## src/rtl/fpu_pkg.sv

```systemverilog
// Shared encodings and constants for the float-unit issue scheduler.
// Op codes match the decode encoding of in_op.
package fpu_pkg;

   typedef enum logic [2:0] {
      FP_FADD   = 3'd0,
      FP_FSUB   = 3'd1,
      FP_FMUL   = 3'd2,
      FP_FMADD  = 3'd3,
      FP_FMSUB  = 3'd4,
      FP_FNMSUB = 3'd5,
      FP_FNMADD = 3'd6,
      FP_RSVD   = 3'd7
   } fp_op_e;

   localparam logic [31:0] CANON_NAN = 32'h7FC0_0000;
   localparam logic [31:0] NEG_ZERO  = 32'h8000_0000;
   localparam int unsigned SIGN_BIT  = 31;

   // Ops that bypass fmul and go straight to the fadd pipeline
   function automatic logic is_add_path(input fp_op_e op);
      return (op == FP_FADD) || (op == FP_FSUB) || (op == FP_RSVD);
   endfunction

endpackage

```

## src/rtl/fpu_sched_fifo.sv

```systemverilog
// Small synchronous FIFO with first-word-fall-through read.
// Push when full and pop when empty are ignored.
module fpu_sched_fifo #(
   parameter int unsigned DEPTH = 4,
   parameter int unsigned W     = 8
) (
   input  logic         clk,
   input  logic         rst_n,
   input  logic         push,
   input  logic [W-1:0] din,
   input  logic         pop,
   output logic [W-1:0] dout,
   output logic         empty,
   output logic         full
);

   localparam int unsigned PW = (DEPTH > 1) ? $clog2(DEPTH) : 1;
   localparam int unsigned CW = $clog2(DEPTH + 1);

   logic [W-1:0]  r_mem [DEPTH];
   logic [PW-1:0] r_wr;
   logic [PW-1:0] r_rd;
   logic [CW-1:0] r_cnt;
   logic          w_push;
   logic          w_pop;

   assign empty  = (r_cnt == '0);
   assign full   = (r_cnt == CW'(DEPTH));
   assign w_push = push && !full;
   assign w_pop  = pop && !empty;
   assign dout   = r_mem[r_rd];

   always_ff @(posedge clk) begin
      if (w_push) r_mem[r_wr] <= din;
   end

   always_ff @(posedge clk or negedge rst_n) begin
      if (!rst_n) begin
         r_wr  <= '0;
         r_rd  <= '0;
         r_cnt <= '0;
      end else begin
         if (w_push) r_wr <= (r_wr == PW'(DEPTH - 1)) ? '0 : r_wr + 1'b1;
         if (w_pop)  r_rd <= (r_rd == PW'(DEPTH - 1)) ? '0 : r_rd + 1'b1;
         case ({w_push, w_pop})
            2'b10:   r_cnt <= r_cnt + 1'b1;
            2'b01:   r_cnt <= r_cnt - 1'b1;
            default: r_cnt <= r_cnt;
         endcase
      end
   end

endmodule

```

## src/rtl/fpu_fma_sched.sv

```systemverilog
// Issue scheduler for the shared fmul/fadd pipelines: sign rewrites, fused-op
// sequencing (fmul then fadd), fadd arbitration and tagged result return.
module fpu_fma_sched #(
   parameter int unsigned WIDTH = 32,
   parameter int unsigned TAG_W = 4,
   parameter int unsigned DEPTH = 4
) (
   input  logic             clk,
   input  logic             rst_n,
   input  logic             in_valid,
   output logic             in_ready,
   input  logic [2:0]       in_op,
   input  logic [WIDTH-1:0] in_rs1,
   input  logic [WIDTH-1:0] in_rs2,
   input  logic [WIDTH-1:0] in_rs3,
   input  logic [TAG_W-1:0] in_tag,
   output logic             mul_valid,
   output logic [WIDTH-1:0] mul_a,
   output logic [WIDTH-1:0] mul_b,
   input  logic             mul_done,
   input  logic [WIDTH-1:0] mul_y,
   output logic             add_valid,
   output logic [WIDTH-1:0] add_a,
   output logic [WIDTH-1:0] add_b,
   input  logic             add_done,
   input  logic [WIDTH-1:0] add_y,
   output logic             out_valid,
   output logic [WIDTH-1:0] out_data,
   output logic [TAG_W-1:0] out_tag,
   output logic             err
);

   import fpu_pkg::*;

   localparam int unsigned IW  = $clog2(DEPTH + 1);
   localparam int unsigned MQW = WIDTH + TAG_W;

   fp_op_e           w_op;
   logic             w_add_path;
   logic             w_accept;
   logic [WIDTH-1:0] w_rs1, w_rs2, w_rs3;

   logic             r_mul_valid, r_add_valid, r_out_valid, r_err;
   logic [WIDTH-1:0] r_mul_a, r_mul_b, r_mul_addend, r_add_a, r_add_b, r_out_data;
   logic [TAG_W-1:0] r_mul_tag, r_add_tag, r_out_tag;
   logic [IW-1:0]    r_inflight;

   logic [MQW-1:0]   w_mulq_dout;
   logic             w_mulq_empty, w_mulq_full, w_mulq_pop;
   logic [TAG_W-1:0] w_addq_dout;
   logic             w_addq_empty, w_addq_full, w_addq_pop;

   assign w_op       = fp_op_e'(in_op);
   assign w_add_path = is_add_path(w_op);
   // Add-path ops hold off while a fused second stage claims next cycle's fadd slot
   assign in_ready   = (r_inflight < IW'(DEPTH)) && !(w_add_path && mul_done);
   assign w_accept   = in_valid && in_ready;
   assign w_mulq_pop = mul_done && !w_mulq_empty;
   assign w_addq_pop = add_done && !w_addq_empty;

   // rs3 doubles as the addend; FMUL uses -0 so the fadd pass is exact for +0
   always_comb begin
      w_rs1 = in_rs1;
      w_rs2 = in_rs2;
      w_rs3 = in_rs3;
      case (w_op)
         FP_FSUB:   w_rs2[SIGN_BIT] = ~in_rs2[SIGN_BIT];
         FP_FMUL:   w_rs3 = WIDTH'(NEG_ZERO);
         FP_FMSUB:  w_rs3[SIGN_BIT] = ~in_rs3[SIGN_BIT];
         FP_FNMSUB: w_rs1[SIGN_BIT] = ~in_rs1[SIGN_BIT];
         FP_FNMADD: begin
            w_rs1[SIGN_BIT] = ~in_rs1[SIGN_BIT];
            w_rs3[SIGN_BIT] = ~in_rs3[SIGN_BIT];
         end
         FP_RSVD: begin
            w_rs1 = WIDTH'(CANON_NAN);
            w_rs2 = WIDTH'(CANON_NAN);
         end
         default: ;
      endcase
   end

   always_ff @(posedge clk or negedge rst_n) begin
      if (!rst_n) begin
         r_mul_valid  <= 1'b0;
         r_mul_a      <= '0;
         r_mul_b      <= '0;
         r_mul_addend <= '0;
         r_mul_tag    <= '0;
         r_add_valid  <= 1'b0;
         r_add_a      <= '0;
         r_add_b      <= '0;
         r_add_tag    <= '0;
         r_out_valid  <= 1'b0;
         r_out_data   <= '0;
         r_out_tag    <= '0;
         r_err        <= 1'b0;
         r_inflight   <= '0;
      end else begin
         r_mul_valid <= 1'b0;
         r_add_valid <= 1'b0;
         r_out_valid <= 1'b0;
         if (w_accept) begin
            if (w_add_path) begin
               r_add_valid <= 1'b1;
               r_add_a     <= w_rs1;
               r_add_b     <= w_rs2;
               r_add_tag   <= in_tag;
            end else begin
               r_mul_valid  <= 1'b1;
               r_mul_a      <= w_rs1;
               r_mul_b      <= w_rs2;
               r_mul_addend <= w_rs3;
               r_mul_tag    <= in_tag;
            end
         end
         // Fused second stage wins the fadd slot over any direct add
         if (w_mulq_pop) begin
            r_add_valid <= 1'b1;
            r_add_a     <= mul_y;
            r_add_b     <= w_mulq_dout[MQW-1:TAG_W];
            r_add_tag   <= w_mulq_dout[TAG_W-1:0];
         end
         if (w_addq_pop) begin
            r_out_valid <= 1'b1;
            r_out_data  <= add_y;
            r_out_tag   <= w_addq_dout;
         end
         if ((mul_done && w_mulq_empty) || (add_done && w_addq_empty)) r_err <= 1'b1;
         case ({w_accept, w_addq_pop})
            2'b10:   r_inflight <= r_inflight + 1'b1;
            2'b01:   r_inflight <= r_inflight - 1'b1;
            default: r_inflight <= r_inflight;
         endcase
      end
   end

   fpu_sched_fifo #(.DEPTH(DEPTH), .W(MQW)) u_mul_q (
      .clk   (clk),
      .rst_n (rst_n),
      .push  (r_mul_valid && !w_mulq_full),
      .din   ({r_mul_addend, r_mul_tag}),
      .pop   (w_mulq_pop),
      .dout  (w_mulq_dout),
      .empty (w_mulq_empty),
      .full  (w_mulq_full)
   );

   fpu_sched_fifo #(.DEPTH(DEPTH), .W(TAG_W)) u_add_q (
      .clk   (clk),
      .rst_n (rst_n),
      .push  (r_add_valid && !w_addq_full),
      .din   (r_add_tag),
      .pop   (w_addq_pop),
      .dout  (w_addq_dout),
      .empty (w_addq_empty),
      .full  (w_addq_full)
   );

   assign mul_valid = r_mul_valid;
   assign mul_a     = r_mul_a;
   assign mul_b     = r_mul_b;
   assign add_valid = r_add_valid;
   assign add_a     = r_add_a;
   assign add_b     = r_add_b;
   assign out_valid = r_out_valid;
   assign out_data  = r_out_data;
   assign out_tag   = r_out_tag;
   assign err       = r_err;

endmodule

```

## config.mk

```make
export PLATFORM = sky130hd
export DESIGN_NAME = fpu_fma_sched
export DESIGN_NICKNAME = d
export VERILOG_FILES = /design/src/rtl/fpu_pkg.sv /design/src/rtl/fpu_sched_fifo.sv /design/src/rtl/fpu_fma_sched.sv
export SDC_FILE = /design/constraint.sdc
export NUM_CORES = 1
export LEC_CHECK = 0
export ABC_AREA = 1
export BUFFER_PORTS_ARGS = -buffer_cell sky130_fd_sc_hd__buf_4
export CAP_MARGIN = 20
export CORE_MARGIN = 2
export CORE_UTILIZATION = 55
export DETAILED_ROUTE_END_ITERATION = 8
export PLACE_DENSITY = 0.77
export SYNTH_ARGS = -nofsm -noshare
export SYNTH_HDL_FRONTEND = slang
export SYNTH_SLANG_ARGS = --single-unit
```

## constraint.sdc

```tcl
create_clock -name clk -period 3.6 [get_ports clk]
set_input_delay 0.18 -clock clk [delete_from_list [all_inputs] [get_ports clk]]
set_output_delay 0.18 -clock clk [all_outputs]
set_load 0.05 [all_outputs]
```

Word-level counts from Yosys, hierarchy flattened:

Memories as Yosys holds them, arrays and structs flattened. A register that Yosys moved wholly into a read port is not among the register bits.
Index checks and enable logic that the tools add are counted.

* register bits: 221
* bits in latches: 0
* bits in writable memories: 160
* memory bits (read-only): 0
* output and inout bits: 169
* word-level logic and storage cells: 120
* memories kept: 2

* add/subtract/negate cells: 10
* multipliers: 0
* divide/modulo/power cells: 0
* magnitude comparators: 1
* equal/unequal tests: 18
* shift operators: 0
* muxes and demuxes: 32
* bitwise logic cells: 4
* reduce and logical (&&, ||, !) cells: 34

Memory list
* u_mul_q.r_mem: depth 4, width 36, rd ports 1, clocked after memory_dff 0, wr ports 1, line fpu_sched_fifo.sv:20 `logic [W-1:0] r_mem [DEPTH];`
* u_add_q.r_mem: depth 4, width 4, rd ports 1, clocked after memory_dff 1, wr ports 1, line fpu_sched_fifo.sv:20

Operators with widths (number)
* $mux 32: 6
* $mux 31: 3
* $eq 3x3->1 const B: 6
* $pmux 3 s2: 3
* $eq 2x2->1 const B: 7
* $logic_and 1x1->1: 13
* $mux 4: 3
* $mux 1: 10
* $reduce_bool 2->1: 5
* $add 3x1->3 const B: 3
* $logic_not 3->1: 3
* $sub 3x1->3 const B: 3
* $add 2x1->2 const B: 4
* $mux 2: 4
* $eq 2x1->1 const B: 3
* $logic_not 1->1: 6
* $pmux 1 s2: 3
* $not 1->1: 4
* $reduce_and 2->1: 2
* $reduce_or 2->1: 2
* $eq 3x1->1 const B: 1
* $eq 3x2->1 const B: 1
* $logic_or 1x1->1: 3
* $lt 3x3->1 const B: 1

Longest topological paths before layout:

Gate-level depths: netlist of the first run.

* word-level depth: 9
* depth in mapped cells: 11
* gate-level depth less buffers: 10

By module:

Synthesis of the first run repeated with hierarchy kept, for this count alone.

* cells, all modules: 1764
* area, all modules: 16643.5 um2

By module, submodules not included
* fpu_fma_sched: instances 1, cells each 1177, area an instance 9292.7 um2, seq. area each 5280.1 um2
* fpu_sched_fifo (u_mul_q): instances 1, cells each 480, area an instance 6202.2 um2, seq. area each 4499.3 um2
* fpu_sched_fifo (u_add_q): instances 1, cells each 107, area an instance 1148.6 um2, seq. area each 655.6 um2

Least setup slack after synthesis of the first run:

OpenSTA, ideal clock, no wires.

* path type: reg-to-reg
* from: register r_mul_valid, in the netlist mul_valid
* to: memory u_mul_q.r_mem[0][0] (netlist bit) (enable)
* data arrival time: 2.446 ns
* data required time: 3.171 ns
* setup slack: 0.725 ns
* cell stages (with the launch flop): 3
* buffers on the path: 0
* period minus slack after synthesis: 2.875 ns
* cells stage by stage: dfrtp_1 -> nand2_1 -> nor2_1

* word-level cells in the longest chain between the ends: 4

RTL lines
* start: declaration: line fpu_fma_sched.sv:43 `logic r_mul_valid, r_add_valid, r_out_valid, r_err;`
* start signal: assignment: line fpu_fma_sched.sv:85 `r_mul_valid <= 1'b0;`
* start signal: assignment: line fpu_fma_sched.sv:100 `r_mul_valid <= 1'b0;`
* start signal: assignment: line fpu_fma_sched.sv:110 `r_mul_valid <= 1'b1;`
* $logic_and 1x1->1: line fpu_fma_sched.sv:141 `.push (r_mul_valid && !w_mulq_full),`
* $logic_and 1x1->1: line fpu_sched_fifo.sv:29 `assign w_push = push && !full;`
* $mux 1: line fpu_sched_fifo.sv:34 `if (w_push) r_mem[r_wr] <= din;`
* $mux 1 (not written as such): line fpu_sched_fifo.sv:34
* end: declaration: line fpu_sched_fifo.sv:20

Every way passes these cells.

Worst setup path after layout of the first run:

* from: register u_mul_q.r_cnt[0]
* to: register r_add_b[20], in the netlist add_b[20]

* word-level cells in the longest chain between the ends: 5
* elaborated cells between the ends (all ways): 7
* those cells by class: mux: 1; reduce/logical: 6

RTL lines
* start: declaration: line fpu_sched_fifo.sv:23 `logic [CW-1:0] r_cnt;`
* start signal: assignment: line fpu_sched_fifo.sv:46 `2'b10: r_cnt <= r_cnt + 1'b1;`
* start signal: assignment: line fpu_sched_fifo.sv:47 `2'b01: r_cnt <= r_cnt - 1'b1;`
* start signal: assignment: line fpu_sched_fifo.sv:48 `default: r_cnt <= r_cnt;`
* $logic_not 3->1 *: line fpu_sched_fifo.sv:27 `assign empty = (r_cnt == '0);`
* $logic_not 1->1 *: line fpu_fma_sched.sv:58 `assign w_mulq_pop = mul_done && !w_mulq_empty;`
* $logic_and 1x1->1 *: line fpu_fma_sched.sv:58
* $reduce_bool 2->1 (no line)
* $reduce_and 2->1 (no line)
* end signal: assignment: line fpu_fma_sched.sv:107 `r_add_b <= w_rs2;`
* end signal: assignment: line fpu_fma_sched.sv:121 `r_add_b <= w_mulq_dout[MQW-1:TAG_W];`
* end: declaration: line fpu_fma_sched.sv:44 `logic [WIDTH-1:0] r_mul_a, r_mul_b, r_mul_addend, r_add_a, r_add_b, r_out_data;`

Mark *: on every way between the ends. The rest lies on a longest branch, timed or not.
A chain may end at the register's enable or synchronous reset.

==> results.json, run 1 <==
{
  "hold_viol_final": 0,
  "ctsRootBufferMaster": "clkbuf_16",
  "net_count_reported_at_finish": 2399,
  "hold_path.class": "input pin to flop",
  "post_cts_resize_count": 0,
  "finalNonFillerCells": 2629,
  "rows": 62,
  "cp_data_required_time_ns": 4.05,
  "grt_antenna_before_repair": 1,
  "final.hold.worst_slack_ns": 0.03517,
  "coreArea_um2": 28940,
  "place.detailed.instances": 2390,
  "share_of_the_cycle_needed_by_the_critical_path_after_routing": 0.7011,
  "die_height_um": 176.1,
  "regToRegStartpoint": "u_mul_q.r_cnt[0]$_DFFE_PN0P_",
  "global_route.overflow_total": 0,
  "synth_top_cells_by_count": "835 x nand2_1, 225 x dfrtp_1, 225 x nand3_1, 160 x edfxtp_1, 65 x inv_1",
  "cts_hold_repair.buffers": 163,
  "cts.path.max_buffers": 3,
  "ff_latch_area_um2": 10440,
  "place_hpwl_um": 29050,
  "first_global_vias": 14109,
  "vdd_drop_max_uv": 592.1,
  "worstSkewPairLatency_ns": 0.54,
  "route.detailed.drc": 0,
  "clock_period_minus_final_worst_setup_slack_ns": 2.524,
  "critPathMaxFanout": 72,
  "dp_slack_ns": 1.146,
  "timing.reg2reg.worst_path_depth": 9,
  "avgRoutedWirePerCell_um": 18.48,
  "cp-start-kind": "flop",
  "htree_levels": 2,
  "cp_data_arrival_time_ns": 2.98,
  "worstReg2RegEnd": "add_b[20]$_DFFE_PN0P_",
  "vias_per_cell": 5.398,
  "timing.final.max_slew_violations": 0,
  "post_synth_and_or_nand_nor_area_fraction": 0.2775,
  "yosysUniqueCellTypes": 29,
  "drt-total-wl_um": 48580,
  "syn-num-nets": 1926,
  "netlist_top_cells_area": "dfrtp_1 35%, edfxtp_1 30%, nand2_1 19%, nand3_1 6.9%, inv_1 1.5%",
  "max_slew.worst_pin.slew_ns": 1.010,
  "worst_clock_skew_ns": 0.02795,
  "grt_first_pass_wirelength_um": 75400,
  "worst_path_most_repeated_cell": "nand2_1",
  "worstSetupEndpointType": "flop",
  "syn_to_final_growth_pct": 36.02,
  "synth-main-ff-cell": "dfrtp_1",
  "ys_ff_latch": 385,
  "hold_path_depth": 5,
  "synth_cells": 1738,
  "pin_count_of_the_biggest_net_entering_global_routing": 118,
  "power_density_nw_per_um2": 914.5,
  "synthesis.area_um2": 16280,
  "startpoint_of_the_lowest_slack_hold_path": "in_rs3[30]",
  "global_route.usage.total": 0.3115,
  "grt_setup_unrepaired": "false",
  "critPathKind": "flop to flop",
  "gp_routability_congestion": 0.8513,
  "tritoncts": "done",
  "cts_made_buffers": 40,
  "largest_family_of_logic_cells_by_synthesized_area": "simple AND/OR/NAND/NOR gates",
  "synth_area_leader_cell": "dfrtp_1",
  "dieArea_um2": 31000,
  "area_used_by_multi_input_combinational_logic_um2": 5109,
  "maxClockFrequency_mhz": 396.2,
  "die_width_um": 176.1,
  "setup-tns-final_ns": 0,
  "layout.filler_cells": 1819,
  "placed_cell_area_um2": 19120,
  "post-route-cell-area_um2": 22150,
  "max_cap_violations": 0,
  "synth-compound-area-share": 0.01637,
  "crit_slowest_cell": "buf_4",
  "synth_xor_area_frac": 0.003228,
  "clk_transition_reported_paths_ns": 0.06,
  "status": "finished, final reports clean",
  "synth_enable_flop_cells": 160,
  "ys_seq_area_frac": 0.6409,
  "drt_iter0_markers": 1359,
  "synth_mux_area_frac": 0.0006916,
  "drt_pass1_iterations": 6,
  "route.vias.total": 14192,
  "number_of_buffers_added_on_ports": 340,
  "post-cts-setup-buffer-count": 0,
  "report.final.setup_viol": 0,
  "drive_above_1_share": 0.2020,
  "worst_slew_margin_rel": 0.3265,
  "worst_path_largest_cell_delay_ns": 0.74,
  "r2r_slack_ns": 1.08,
  "netlist.area_leader.share": 0.3458,
  "start_util": 0.5627,
  "count_of_boundary_i_o_pins": 341,
  "asyncSetResetFlopFracSynth": 0.5844,
  "path_cells": "nor2_1, nand2_1, nand2_4, inv_2, buf_4, nand3_1, nand2_1, nand2_1, nand2_1",
  "post_synth_fa_ha_maj_area_fraction": 0.01368,
  "timing.final.ws_setup_ns": 1.076,
  "synthMostInstantiatedCell": "nand2_1",
  "syn_area_per_cell_um2": 9.368,
  "clock_sinks": 385,
  "whs_endpoint": "r_mul_addend[30]$_DFFE_PN0P_",
  "ant_nets": 0,
  "cellLeakagePower_nw": 10.97,
  "yosysWarningCount": 0
}
==> sequential cells by signal (all words and copies together) (netlist names) <==
register       cells
add_a             32
add_b             32
add_valid          1
err                1
mul_a             32
mul_b             32
mul_valid          1
out_data          32
out_tag            4
out_valid          1
r_add_tag          4
r_inflight         3
r_mul_addend      32
r_mul_tag          4
u_add_q.r_cnt      3
u_add_q.r_mem     16
u_add_q.r_rd       2
u_add_q.r_wr       2
u_mul_q.r_cnt      3
u_mul_q.r_mem    144
u_mul_q.r_rd       2
u_mul_q.r_wr       2
==> critical path, delay by kind of cell, from the launching register on <==
kind	cells	cell delay (ns)
buffers and inverters	2	0.90
AND/OR/NAND/NOR	7	1.14
flip-flops	1	0.39
==> how the worst max path moves through the flow <==
stage	startpoint	endpoint	cells past startpoint
floorplan	mul_valid$_DFF_PN0_	u_mul_q.r_mem[0][0]$_DFFE_PP_	2
global placement	in_op[2]	mul_b[4]$_DFFE_PN0P_	9
detailed placement	u_mul_q.r_cnt[0]$_DFFE_PN0P_	add_b[12]$_DFFE_PN0P_	7
CTS	u_mul_q.r_cnt[0]$_DFFE_PN0P_	add_b[12]$_DFFE_PN0P_	7
global route	u_mul_q.r_cnt[0]$_DFFE_PN0P_	add_b[20]$_DFFE_PN0P_	9
finish	u_mul_q.r_cnt[0]$_DFFE_PN0P_	add_b[20]$_DFFE_PN0P_	9
==> stage by stage <==
stage               utilization  total power (W)
floorplan                     -          0.01284
global placement         0.6585          0.01545
detailed placement       0.6606          0.01570
CTS                      0.7652          0.02016
global route             0.7653          0.02123
finish                   0.7654          0.02025
==> where the power goes <==
group / leakage (nW) / internal (W) / switching (W)
Sequential: 4.24 / 0.00622 / 0.000984
Combinational: 6.06 / 0.00252 / 0.00622
Clock: 0.681 / 0.00261 / 0.00170
Total: 11.0 / 0.0113 / 0.00891
==> cell usage in the layout (no fill, tap or decap), drive strengths merged, types with 5 or more instances in the layout <==
master,netlist,layout
clkbuf,30,52
edfxtp,160,160
inv,70,71
dlygate4sd3,0,163
ha,13,13
dfrtp,225,225
clkinv,0,13
bufinv,0,5
a21oi,14,14
buf,69,367
nand2,839,839
nand3,227,227
nor2,39,39
o21ai,35,35
==> cell families after synthesis <==
kind of cell | after synthesis
AND/OR/NAND/NOR | 1110
XOR/XNOR | 6
flip-flops | 385
AO/OA/AOI/OAI | 51
buffers and inverters | 169
adder cells (fa/ha/maj) | 16
multiplexers | 1
==> routing by layer <==
| metal | part of all wire | global-route usage | vias to the layer above |
|---|---|---|---|
| met5 | 0 | 0 | - |
| met4 | 0.053 | 0.1574 | 0 |
| met3 | 0.076 | 0.06848 | 175 |
| met2 | 0.49 | 0.5185 | 693 |
| met1 | 0.39 | 0.3861 | 6801 |
| li1 | - | - | 6523 |
==> area by class of cell <==
type / instances / area share
Multi-Input combinational cell: 1184 / 0.2307
Clock buffer: 52 / 0.05147
Inverter: 70 / 0.01186
Sequential cell: 385 / 0.4712
Clock inverter: 22 / 0.01147
Antenna cell: 2 / 0.0002260
Tap cell: 384 / 0.02169
Timing Repair Buffer: 530 / 0.2014
(Power assumes the default switching activity.)
==> run 2: changes to the inputs <==
ABC_AREA = 0   (was 1)
CORE_UTILIZATION = 54   (was 55)
clock period = 2.5 ns   (was 3.6 ns; I/O delays follow)
==> run 2 against run 1 <==
Compared with the run above: sequential power grew 44%; hold slack gained 0.0078 ns; combinational power grew 30%; core utilization is essentially flat; first-iteration DRC count shrank 15%; wire length shrank 8.4%; final cell count shrank 20%; area after synthesis shrank 5.8%; critical path type unchanged; global-route usage shrank 1.2 points; maximum frequency grew 13%; non-clock buffer count grew 7; sequential cell count is the same.
==> results.json, run 2 <==
{
  "hold_path.class": "input pin to flop",
  "netlist.area_leader.share": 0.3671,
  "yosysWarningCount": 0,
  "max_reg_flops": 144,
  "post_cts_resize_count": 0,
  "final_cell_mix": "365 x buf_4, 307 x nand2_1, 223 x dfrtp_1, 164 x dlygate4sd3_1, 160 x edfxtp_1",
  "worstSkewPairLatency_ns": 0.53,
  "worst_slew_margin_rel": 0.4563,
  "dieArea_um2": 29770,
  "finalPower_w": 0.02759,
  "maxClockFrequency_mhz": 446.8,
  "drt-total-wl_um": 44500,
  "die_width_um": 172.5,
  "critPathKind": "flop to flop",
  "timing.final.max_slew_violations": 0,
  "clock_period_minus_final_worst_setup_slack_ns": 2.238,
  "vias_per_cell": 5.627,
  "synth_cells": 1191,
  "tritoncts": "done",
  "post-route-cell-area_um2": 21330,
  "max_cap_violations": 0,
  "most_frequent_standard_cell_in_the_layout_excluding_fill_and_tap_cells": "buf_4",
  "share_of_the_cycle_needed_by_the_critical_path_after_routing": 0.8953,
  "cp_data_required_time_ns": 2.94,
  "grt_first_pass_wirelength_um": 70180,
  "drt_iter0_markers": 1154,
  "grt_antenna_before_repair": 2,
  "cts_made_buffers": 39,
  "htree_levels": 2,
  "synth-main-ff-cell": "dfrtp_1",
  "hold_viol_final": 0,
  "max_slew.worst_pin.slew_ns": 0.8155,
  "placed_cell_area_um2": 18400,
  "report.final.setup_viol": 0,
  "coreArea_um2": 27860,
  "start_util": 0.5506,
  "worst_clock_skew_ns": 0.02331,
  "die_height_um": 172.5,
  "critPathMaxFanout": 41,
  "ys_ff_latch": 385,
  "clk_transition_reported_paths_ns": 0.06,
  "cellLeakagePower_nw": 9.702,
  "yosysUniqueCellTypes": 39,
  "net_count_reported_at_finish": 1880,
  "vdd_drop_max_uv": 1116,
  "synth_enable_flop_cells": 160,
  "pin_count_of_the_biggest_net_entering_global_routing": 74,
  "global_route.usage.total": 0.2999,
  "avgRoutedWirePerCell_um": 21.17,
  "rows": 61,
  "drt_pass1_iterations": 5,
  "synth_top_cells_by_count": "307 x nand2_1, 225 x dfrtp_1, 160 x edfxtp_1, 107 x nand3_1, 58 x nor3_1",
  "cp-start-kind": "flop",
  "cts.path.max_buffers": 3,
  "place_hpwl_um": 25850,
  "netlist_top_cells_area": "dfrtp_1 37%, edfxtp_1 31%, nand2_1 7.5%, mux4_2 5.9%, nand3_1 3.5%",
  "asyncSetResetFlopFracSynth": 0.5844,
  "cp_data_arrival_time_ns": 2.68,
  "ctsRootBufferMaster": "clkbuf_16",
  "synthMostInstantiatedCell": "nand2_1",
  "grt_setup_unrepaired": "false",
  "first_global_vias": 12498,
  "ant_nets": 0,
  "syn_to_final_growth_pct": 39.06,
  "ys_seq_area_frac": 0.6804,
  "worstSetupEndpointType": "flop",
  "syn_area_per_cell_um2": 12.88,
  "gp_routability_congestion": 0.8731,
  "syn-num-nets": 1379,
  "status": "finished, final reports clean",
  "route.detailed.drc": 0,
  "route.vias.total": 11827,
  "power_density_nw_per_um2": 1293,
  "number_of_buffers_added_on_ports": 340,
  "global_route.overflow_total": 0,
  "synthesis.area_um2": 15340,
  "count_of_boundary_i_o_pins": 341,
  "max_flop_register": "u_mul_q.r_mem",
  "setup-tns-final_ns": 0,
  "synth_area_leader_cell": "dfrtp_1",
  "drive_above_1_share": 0.3043,
  "clock_sinks": 385
}
[run 2: final cells by class]
cell class | instances | area [um^2]
multi-input cells | 711 | 4529
repair buffers | 537 | 4537
well taps | 378 | 473.0
diodes | 2 | 5.005
clock buffers | 53 | 1091
flip-flops and latches | 385 | 10440
fillers | 1617 | 6530
clock inverters | 18 | 186.4
inverters | 18 | 68.82
[run 2: cells by family (layout without fill, tap and decap cells)]
group	after synthesis	in the layout	share of synthesized area
XOR/XNOR	9	9	0.005139
AO/OA/AOI/OAI	46	46	0.02211
buffers and inverters	95	626	0.02774
flip-flops	385	385	0.6804
other	0	2	0
adder cells (fa/ha/maj)	16	16	0.01452
multiplexers	82	82	0.08925
AND/OR/NAND/NOR	558	558	0.1609
[run 2: worst paths after layout]
path                                            from  slack [ns]  depth (start not counted)                endpoint
max                        r_inflight[2]$_DFFE_PN0P_        0.26                          5   add_b[20]$_DFFE_PN0P_
min                                       in_rs2[31]        0.04                          3   mul_b[31]$_DFFE_PN0P_
max reg2reg                r_inflight[2]$_DFFE_PN0P_        0.26                          5   add_b[20]$_DFFE_PN0P_
min reg2reg                     mul_b[9]$_DFFE_PN0P_        0.48                          2    mul_b[9]$_DFFE_PN0P_
max in group asynchronous                      rst_n        1.56                          3  out_tag[0]$_DFFE_PN0P_
min in group asynchronous                      rst_n        0.16                          2   mul_b[23]$_DFFE_PN0P_
[run 2: repair_timing]
action                                  in CTS  in global routing
endpoints found under the hold margin      262                  0
hold buffers                               164                  0
endpoints found under the setup margin       0                  0
setup buffers                                0                  0
[run 2: critical path, cell delays in order (launching register included)]
cell and delay (ns):
dfrtp_1 0.44, or3b_1 0.23, a21o_2 0.66, buf_4 0.49, nand3_1 0.19, nand3_1 0.12
[run 2: stage by stage]
stage	hold slack (ns)	util	instances	setup WS, ns
2_1_floorplan	-0.1706	-	1191	0.04800
3_3_place_gp	0.1326	0.6606	1865	0.4139
3_5_place_dp	0.1369	0.6606	1865	0.3911
4_1_cts	0.02583	0.7654	2100	0.3569
5_1_grt	0.02376	0.7656	2102	0.1898
6_report	0.04293	0.7656	2102	0.2619
[run 2: power by group]
part | switching [W] | leakage, nW | total, W | internal, W
Sequential | 0.00141 | 4.17 | 0.0104 | 0.00898
Clock | 0.00244 | 0.620 | 0.00584 | 0.00340
Combinational | 0.00754 | 4.91 | 0.0114 | 0.00382
Total | 0.0114 | 9.70 | 0.0276 | 0.0162
[run 2: routing by layer]
layer	routed length [um]	track usage
met1	16890	0.3767
met2	22100	0.5025
met3	3188	0.05871
met4	2325	0.1485
met5	0	0
